## config.mk

```make
export PLATFORM = sky130hd
export DESIGN_NAME = split_sampler
export DESIGN_NICKNAME = d
export VERILOG_FILES = /design/src/rtl/split_sampler_pkg.sv /design/src/rtl/split_sampler_prng.sv /design/src/rtl/split_sampler.sv
export SDC_FILE = /design/constraint.sdc
export NUM_CORES = 1
export LEC_CHECK = 0
export CORE_MARGIN = 8
export CORE_UTILIZATION = 46
export CTS_CLUSTER_DIAMETER = 80
export DETAILED_ROUTE_END_ITERATION = 6
export GPL_TIMING_DRIVEN = 0
export PLACE_DENSITY = 0.81
export SLEW_MARGIN = 20
export SYNTH_ARGS = -nofsm -noshare
export SYNTH_HDL_FRONTEND = slang
export SYNTH_SLANG_ARGS = --single-unit
```

## constraint.sdc

```tcl
create_clock -name clk -period 2.15 [get_ports clk]
set_input_delay 0.5375 -clock clk [delete_from_list [all_inputs] [get_ports clk]]
set_output_delay 0.5375 -clock clk [all_outputs]
set_load 0.02 [all_outputs]
```

## src/rtl/split_sampler_pkg.sv

```systemverilog
// Shared solver types and helpers: FSM state enum, xorshift32 step, zero-seed substitute.
// Pure declarations; no latency or backpressure of its own.
package split_sampler_pkg;

    typedef enum logic [2:0] {
        ST_IDLE  = 3'd0,
        ST_DRAW  = 3'd1,
        ST_CHECK = 3'd2,
        ST_HOLD  = 3'd3,
        ST_FAIL  = 3'd4
    } state_t;

    // xorshift32 has an all-zero fixed point, so a zero seed is replaced by this.
    localparam logic [31:0] ZERO_SEED_SUB = 32'h1;

    function automatic logic [31:0] xorshift32_step(input logic [31:0] x);
        logic [31:0] y;
        y = x ^ (x << 13);
        y = y ^ (y >> 17);
        y = y ^ (y << 5);
        return y;
    endfunction

endpackage

```

## src/rtl/split_sampler_prng.sv

```systemverilog
// xorshift32 generator: value is the current state, advanced on step, reseeded on load.
// One-cycle update latency; no backpressure (step is a plain enable).
module xorshift32_gen
    import split_sampler_pkg::*;
(
    input  logic        clk,
    input  logic        rst,
    input  logic        load,
    input  logic [31:0] seed,
    input  logic        step,
    output logic [31:0] value
);

    logic [31:0] r_state;

    always_ff @(posedge clk) begin
        if (rst) begin
            r_state <= ZERO_SEED_SUB;
        end else if (load) begin
            r_state <= (seed == 32'd0) ? ZERO_SEED_SUB : seed;
        end else if (step) begin
            r_state <= xorshift32_step(r_state);
        end
    end

    assign value = r_state;

endmodule

```

## src/rtl/split_sampler.sv

```systemverilog
// Rejection sampler: draws PRNG candidates until the external checker passes one, NWORDS+1 cycles per try.
// sample is held in HOLD until sample_ready; the PRNG only advances in DRAW, so a stalled consumer stalls everything.
module split_sampler
    import split_sampler_pkg::*;
#(
    parameter int SAMPLE_W  = 35,
    parameter int MAX_TRIES = 1024
) (
    input  logic                clk,
    input  logic                rst,
    input  logic                start,
    input  logic [31:0]         seed,
    input  logic [15:0]         count,
    output logic [SAMPLE_W-1:0] cand,
    input  logic                pass,
    output logic [SAMPLE_W-1:0] sample,
    output logic                sample_valid,
    input  logic                sample_ready,
    output logic                busy,
    output logic                done,
    output logic                fail,
    output logic [15:0]         tries
);

    localparam int          NWORDS    = (SAMPLE_W + 31) / 32;
    localparam int          WCW       = $clog2(NWORDS + 1);
    localparam logic [15:0] TRY_LIMIT = 16'(MAX_TRIES);

    state_t              r_state;
    state_t              w_next_state;
    logic [SAMPLE_W-1:0] r_cand;
    logic [SAMPLE_W-1:0] r_sample;
    logic [15:0]         r_tries;
    logic [15:0]         r_remaining;
    logic [WCW-1:0]      r_word_cnt;
    logic                r_done;

    logic                w_start_ok;
    logic                w_xfer;
    logic                w_last_word;
    logic                w_at_limit;
    logic [31:0]         w_prng_value;
    logic [31:0]         w_new_word;
    logic [SAMPLE_W-1:0] w_cand_shift;

    xorshift32_gen u_prng (
        .clk   (clk),
        .rst   (rst),
        .load  (w_start_ok),
        .seed  (seed),
        .step  (r_state == ST_DRAW),
        .value (w_prng_value)
    );

    assign w_new_word  = xorshift32_step(w_prng_value);
    assign w_start_ok  = start && ((r_state == ST_IDLE) || (r_state == ST_FAIL));
    assign w_xfer      = (r_state == ST_HOLD) && sample_ready;
    assign w_last_word = (r_word_cnt == WCW'(NWORDS - 1));
    assign w_at_limit  = ((r_tries + 16'd1) == TRY_LIMIT);

    // Each DRAW word shifts in at the bottom; older words age out of the top.
    generate
        if (SAMPLE_W > 32) begin : g_wide
            assign w_cand_shift = {r_cand[SAMPLE_W-33:0], w_new_word};
        end else begin : g_narrow
            assign w_cand_shift = w_new_word[SAMPLE_W-1:0];
        end
    endgenerate

    always_ff @(posedge clk) begin
        if (rst) begin
            r_state <= ST_IDLE;
        end else begin
            r_state <= w_next_state;
        end
    end

    always_comb begin
        w_next_state = r_state;
        case (r_state)
            ST_IDLE, ST_FAIL: begin
                if (start) begin
                    w_next_state = (count == 16'd0) ? ST_IDLE : ST_DRAW;
                end
            end
            ST_DRAW: begin
                if (w_last_word) begin
                    w_next_state = ST_CHECK;
                end
            end
            ST_CHECK: begin
                if (pass) begin
                    w_next_state = ST_HOLD;
                end else begin
                    w_next_state = w_at_limit ? ST_FAIL : ST_DRAW;
                end
            end
            ST_HOLD: begin
                if (sample_ready) begin
                    w_next_state = (r_remaining == 16'd1) ? ST_IDLE : ST_DRAW;
                end
            end
            default: w_next_state = ST_IDLE;
        endcase
    end

    always_comb begin
        busy         = (r_state != ST_IDLE) && (r_state != ST_FAIL);
        sample_valid = (r_state == ST_HOLD);
        fail         = (r_state == ST_FAIL);
    end

    always_ff @(posedge clk) begin
        if (rst) begin
            r_cand      <= '0;
            r_sample    <= '0;
            r_tries     <= 16'd0;
            r_remaining <= 16'd0;
            r_word_cnt  <= '0;
            r_done      <= 1'b0;
        end else begin
            r_done <= 1'b0;
            case (r_state)
                ST_IDLE, ST_FAIL: begin
                    if (start) begin
                        r_remaining <= count;
                        r_tries     <= 16'd0;
                        r_word_cnt  <= '0;
                        r_done      <= (count == 16'd0);
                    end
                end
                ST_DRAW: begin
                    r_cand     <= w_cand_shift;
                    r_word_cnt <= w_last_word ? '0 : r_word_cnt + WCW'(1);
                end
                ST_CHECK: begin
                    if (pass) begin
                        r_sample <= r_cand;
                    end else if (r_tries != TRY_LIMIT) begin
                        r_tries <= r_tries + 16'd1;
                    end
                end
                ST_HOLD: begin
                    if (w_xfer) begin
                        r_remaining <= r_remaining - 16'd1;
                        r_tries     <= 16'd0;
                        r_done      <= (r_remaining == 16'd1);
                    end
                end
                default: ;
            endcase
        end
    end

    assign cand   = r_cand;
    assign sample = r_sample;
    assign tries  = r_tries;
    assign done   = r_done;

endmodule

```

==> results.sh <==
export IMPL_status="finished clean"
export IMPL_rows=44
export IMPL_gp_congestion=0.9852
export IMPL_critPathRequiredTime_ns=2.49
export IMPL_die_x_um=137.0
export IMPL_start_kind="flop"
export IMPL_max_freq_ghz=0.4686
export IMPL_syn_area_um2=6734
export IMPL_dr_pass1_iters=6
export IMPL_synth_edf_count=0
export IMPL_htreeDepth=4
export IMPL_grt_max_degree=17
export IMPL_fillers=1226
export IMPL_hold_slack_ns=0.4530
export IMPL_criticalPathCategory="flop to flop"
export IMPL_critPathArrivalTime_ns=2.48
export IMPL_ys_ff_latch=140
export IMPL_track_usage=0.2344
export IMPL_ys_seq_area_frac=0.4162
export IMPL_io_buffers=141
export IMPL_synth_cell_types=56
export IMPL_r2r_worst_path_cells=7
export IMPL_multiInputGateArea_um2=3839
export IMPL_core_um2=14420
export IMPL_maxCapViolations=0
export IMPL_place_hpwl_um=16630
export IMPL_via_count=7025
export IMPL_drc_errors=0
export IMPL_clkSinkCount=140
export IMPL_rrSetupSlack_ns=0.02
export IMPL_crit_start="tries[0]"
export IMPL_viasPerCell=5.859
export IMPL_nets=1064
export IMPL_skew_ns=0.006264
export IMPL_syn_num_nets=898
export IMPL_cts_inserted_buffers=17
export IMPL_end_kind="flop"
export IMPL_grt_pass1_wl_um=34500
export IMPL_hold_buffers=0
export IMPL_initial_core_util=0.4669
export IMPL_finalWirelength_um=22540
export IMPL_cts_max_path_buffers=2
export IMPL_ant_nets=0
export IMPL_hold_viol=0
export IMPL_min_period_ns=2.134
export IMPL_ff_latch_area_um2=2830
export IMPL_io_pins=143
export IMPL_cts_root_buf="clkbuf_16"
export IMPL_tightest_slew_ns=0.7849
export IMPL_async_flop_share=0
export IMPL_reg2reg_to="r_state[2]"
export IMPL_critPathMaxFanout=9
export IMPL_syn_avg_cell_area_um2=8.017
export IMPL_synthCells=840
export IMPL_wl_per_cell_um=18.80
export IMPL_setup_viol=0
export IMPL_slew_headroom=0.4767
export IMPL_maxSlewViolCount=0
export IMPL_dieArea_um2=18770
export IMPL_power_density_nw_per_um2=1437
export IMPL_synth_warnings=0
export IMPL_cts_tree="built"
export IMPL_final_util=0.6402
export IMPL_crit_end="r_state[2]"
export IMPL_grt_setup_unrepaired="yes"
export IMPL_fin_crit_sh=0.9927
export IMPL_grt_overflow_total=0
export IMPL_clkTransAtPathRegs_ns=0.05
export IMPL_fp_dieH_um=137.0
export IMPL_n_antenna_cell=0
export IMPL_drt_initial_drc_count=636
export IMPL_clk_latency_ns=0.42
export IMPL_area_growth_pct=37.12
export IMPL_ys_flop_type="dfxtp_1"
export IMPL_grt_pass1_vias=6470
export IMPL_p_leak_nw=3.281
export IMPL_hp_class="flop to flop"
export IMPL_drive_above_1_share=0.1133
export IMPL_regToRegStartpoint="tries[0]"
export IMPL_antenna_found_initial=0
export IMPL_peakVddDrop_mv=0.9774
## cells in the final DEF, fill, tap and decap left out, types with 9 or more instances in the layout
master / instances
xor2_1: 25
nor3_1: 12
buf_4: 10
a211oi_1: 21
or3_1: 11
o221a_2: 13
clkdlybuf4s50_1: 137
dfxtp_1: 128
xnor2_1: 46
nor4_1: 13
clkbuf_2: 9
inv_1: 11
nor2_1: 88
o21ai_0: 30
nand2_1: 126
clkbuf_16: 17
a21oi_1: 112
clkbuf_1: 38
o21a_1: 14
nand3_1: 10
## where the power goes
part | internal (mW) | switching (mW) | total (mW)
registers | 3.27 | 0.736 | 4.01
logic | 2.68 | 3.80 | 6.48
clock network | 1.70 | 1.07 | 2.78
total | 7.66 | 5.61 | 13.3
## registers in the layout, summed over array words and instances (netlist names)
| name | flops |
|---|---|
| r_state | 3 |
| done | 1 |
| u_prng.value | 32 |
| cand | 35 |
| sample | 35 |
| r_word_cnt | 2 |
| tries | 16 |
| r_remaining | 16 |
## critical path, stage by stage, from the launching register on
cell,delay (ns)
dfxtp_4,0.39
buf_4,0.15
a311oi_2,0.19
a31oi_1,0.08
or3b_1,0.36
a211o_1,0.26
or4_4,0.49
a21oi_1,0.14
## cell type report
type	count	share of cell area
Buffer	54	0.02900
Sequential cell	140	0.3065
Inverter	12	0.005420
Tap cell	184	0.02493
Timing Repair Buffer	149	0.1595
Clock inverter	8	0.01057
Multi-Input combinational cell	632	0.4157
Clock buffer	20	0.04837
## cells in the mapped netlist (8+ instances only)
master / instances / area share
a211oi_1: 21 / 0.023
a21oi_1: 113 / 0.084
clkbuf_1: 48 / 0.027
dfxtp_1: 140 / 0.42
inv_1: 11 / 0.0061
nand2_1: 126 / 0.070
nand3_1: 11 / 0.0082
nor2_1: 92 / 0.051
nor3_1: 15 / 0.011
nor4_1: 17 / 0.016
o21a_1: 14 / 0.016
o21ai_0: 31 / 0.023
o221a_2: 13 / 0.022
or3_1: 12 / 0.011
or4_1: 8 / 0.0089
xnor2_1: 47 / 0.061
xor2_1: 25 / 0.033
## kinds of logic after synthesis
group / synth area share
DFF: 0.4162
xor gates and xnor gates: 0.09364
AOI/OAI and AO/OA: 0.2161
adders and majority gates: 0.009290
buffers and inverters: 0.03976
and+or+nand+nor: 0.2220
muxes: 0.002973
## per-stage QoR
step	setup slack, ns	setup TNS [ns]	cell area (um^2)	power, mW	instances
floorplan	0.01123	0	6750	8.151	840
global placement	-0.5187	-23.09	8392	10.12	1165
detailed placement	-0.4852	-23.82	8392	10.22	1165
CTS	-0.04433	-0.1568	9081	13.05	1193
global route	-0.03359	-0.04010	9234	13.95	1199
finish	0.01576	0	9234	13.27	1199
## how the worst min path moves through the flow
stage / start / endpoint / slack, ns / cells past startpoint
after floorplan: r_word_cnt[1] / r_word_cnt[1] / 0.44 / 2
final: sample[5] / sample[5] / 0.45 / 2
after global placement: sample[7] / sample[7] / 0.44 / 2
after CTS: sample[15] / sample[15] / 0.45 / 2
after global routing: sample[15] / sample[15] / 0.47 / 2
after detailed placement: sample[15] / sample[15] / 0.45 / 2
## what timing repair did
item	in CTS	in global routing
pin swaps	3	4
buffers inserted	2	6
endpoints found under the setup margin	74	49
gates resized for setup	43	37
## per-layer routing
| metal | up-vias | GRT usage | part of all wire |
|---|---|---|---|
| li1 | 3301 | - | - |
| met1 | 3302 | 0.3068 | 0.41 |
| met2 | 370 | 0.3684 | 0.47 |
| met3 | 52 | 0.04552 | 0.096 |
| met4 | 0 | 0.1002 | 0.028 |
| met5 | - | 0 | 0 |
No activity file was read; power rests on OpenSTA's default activity.
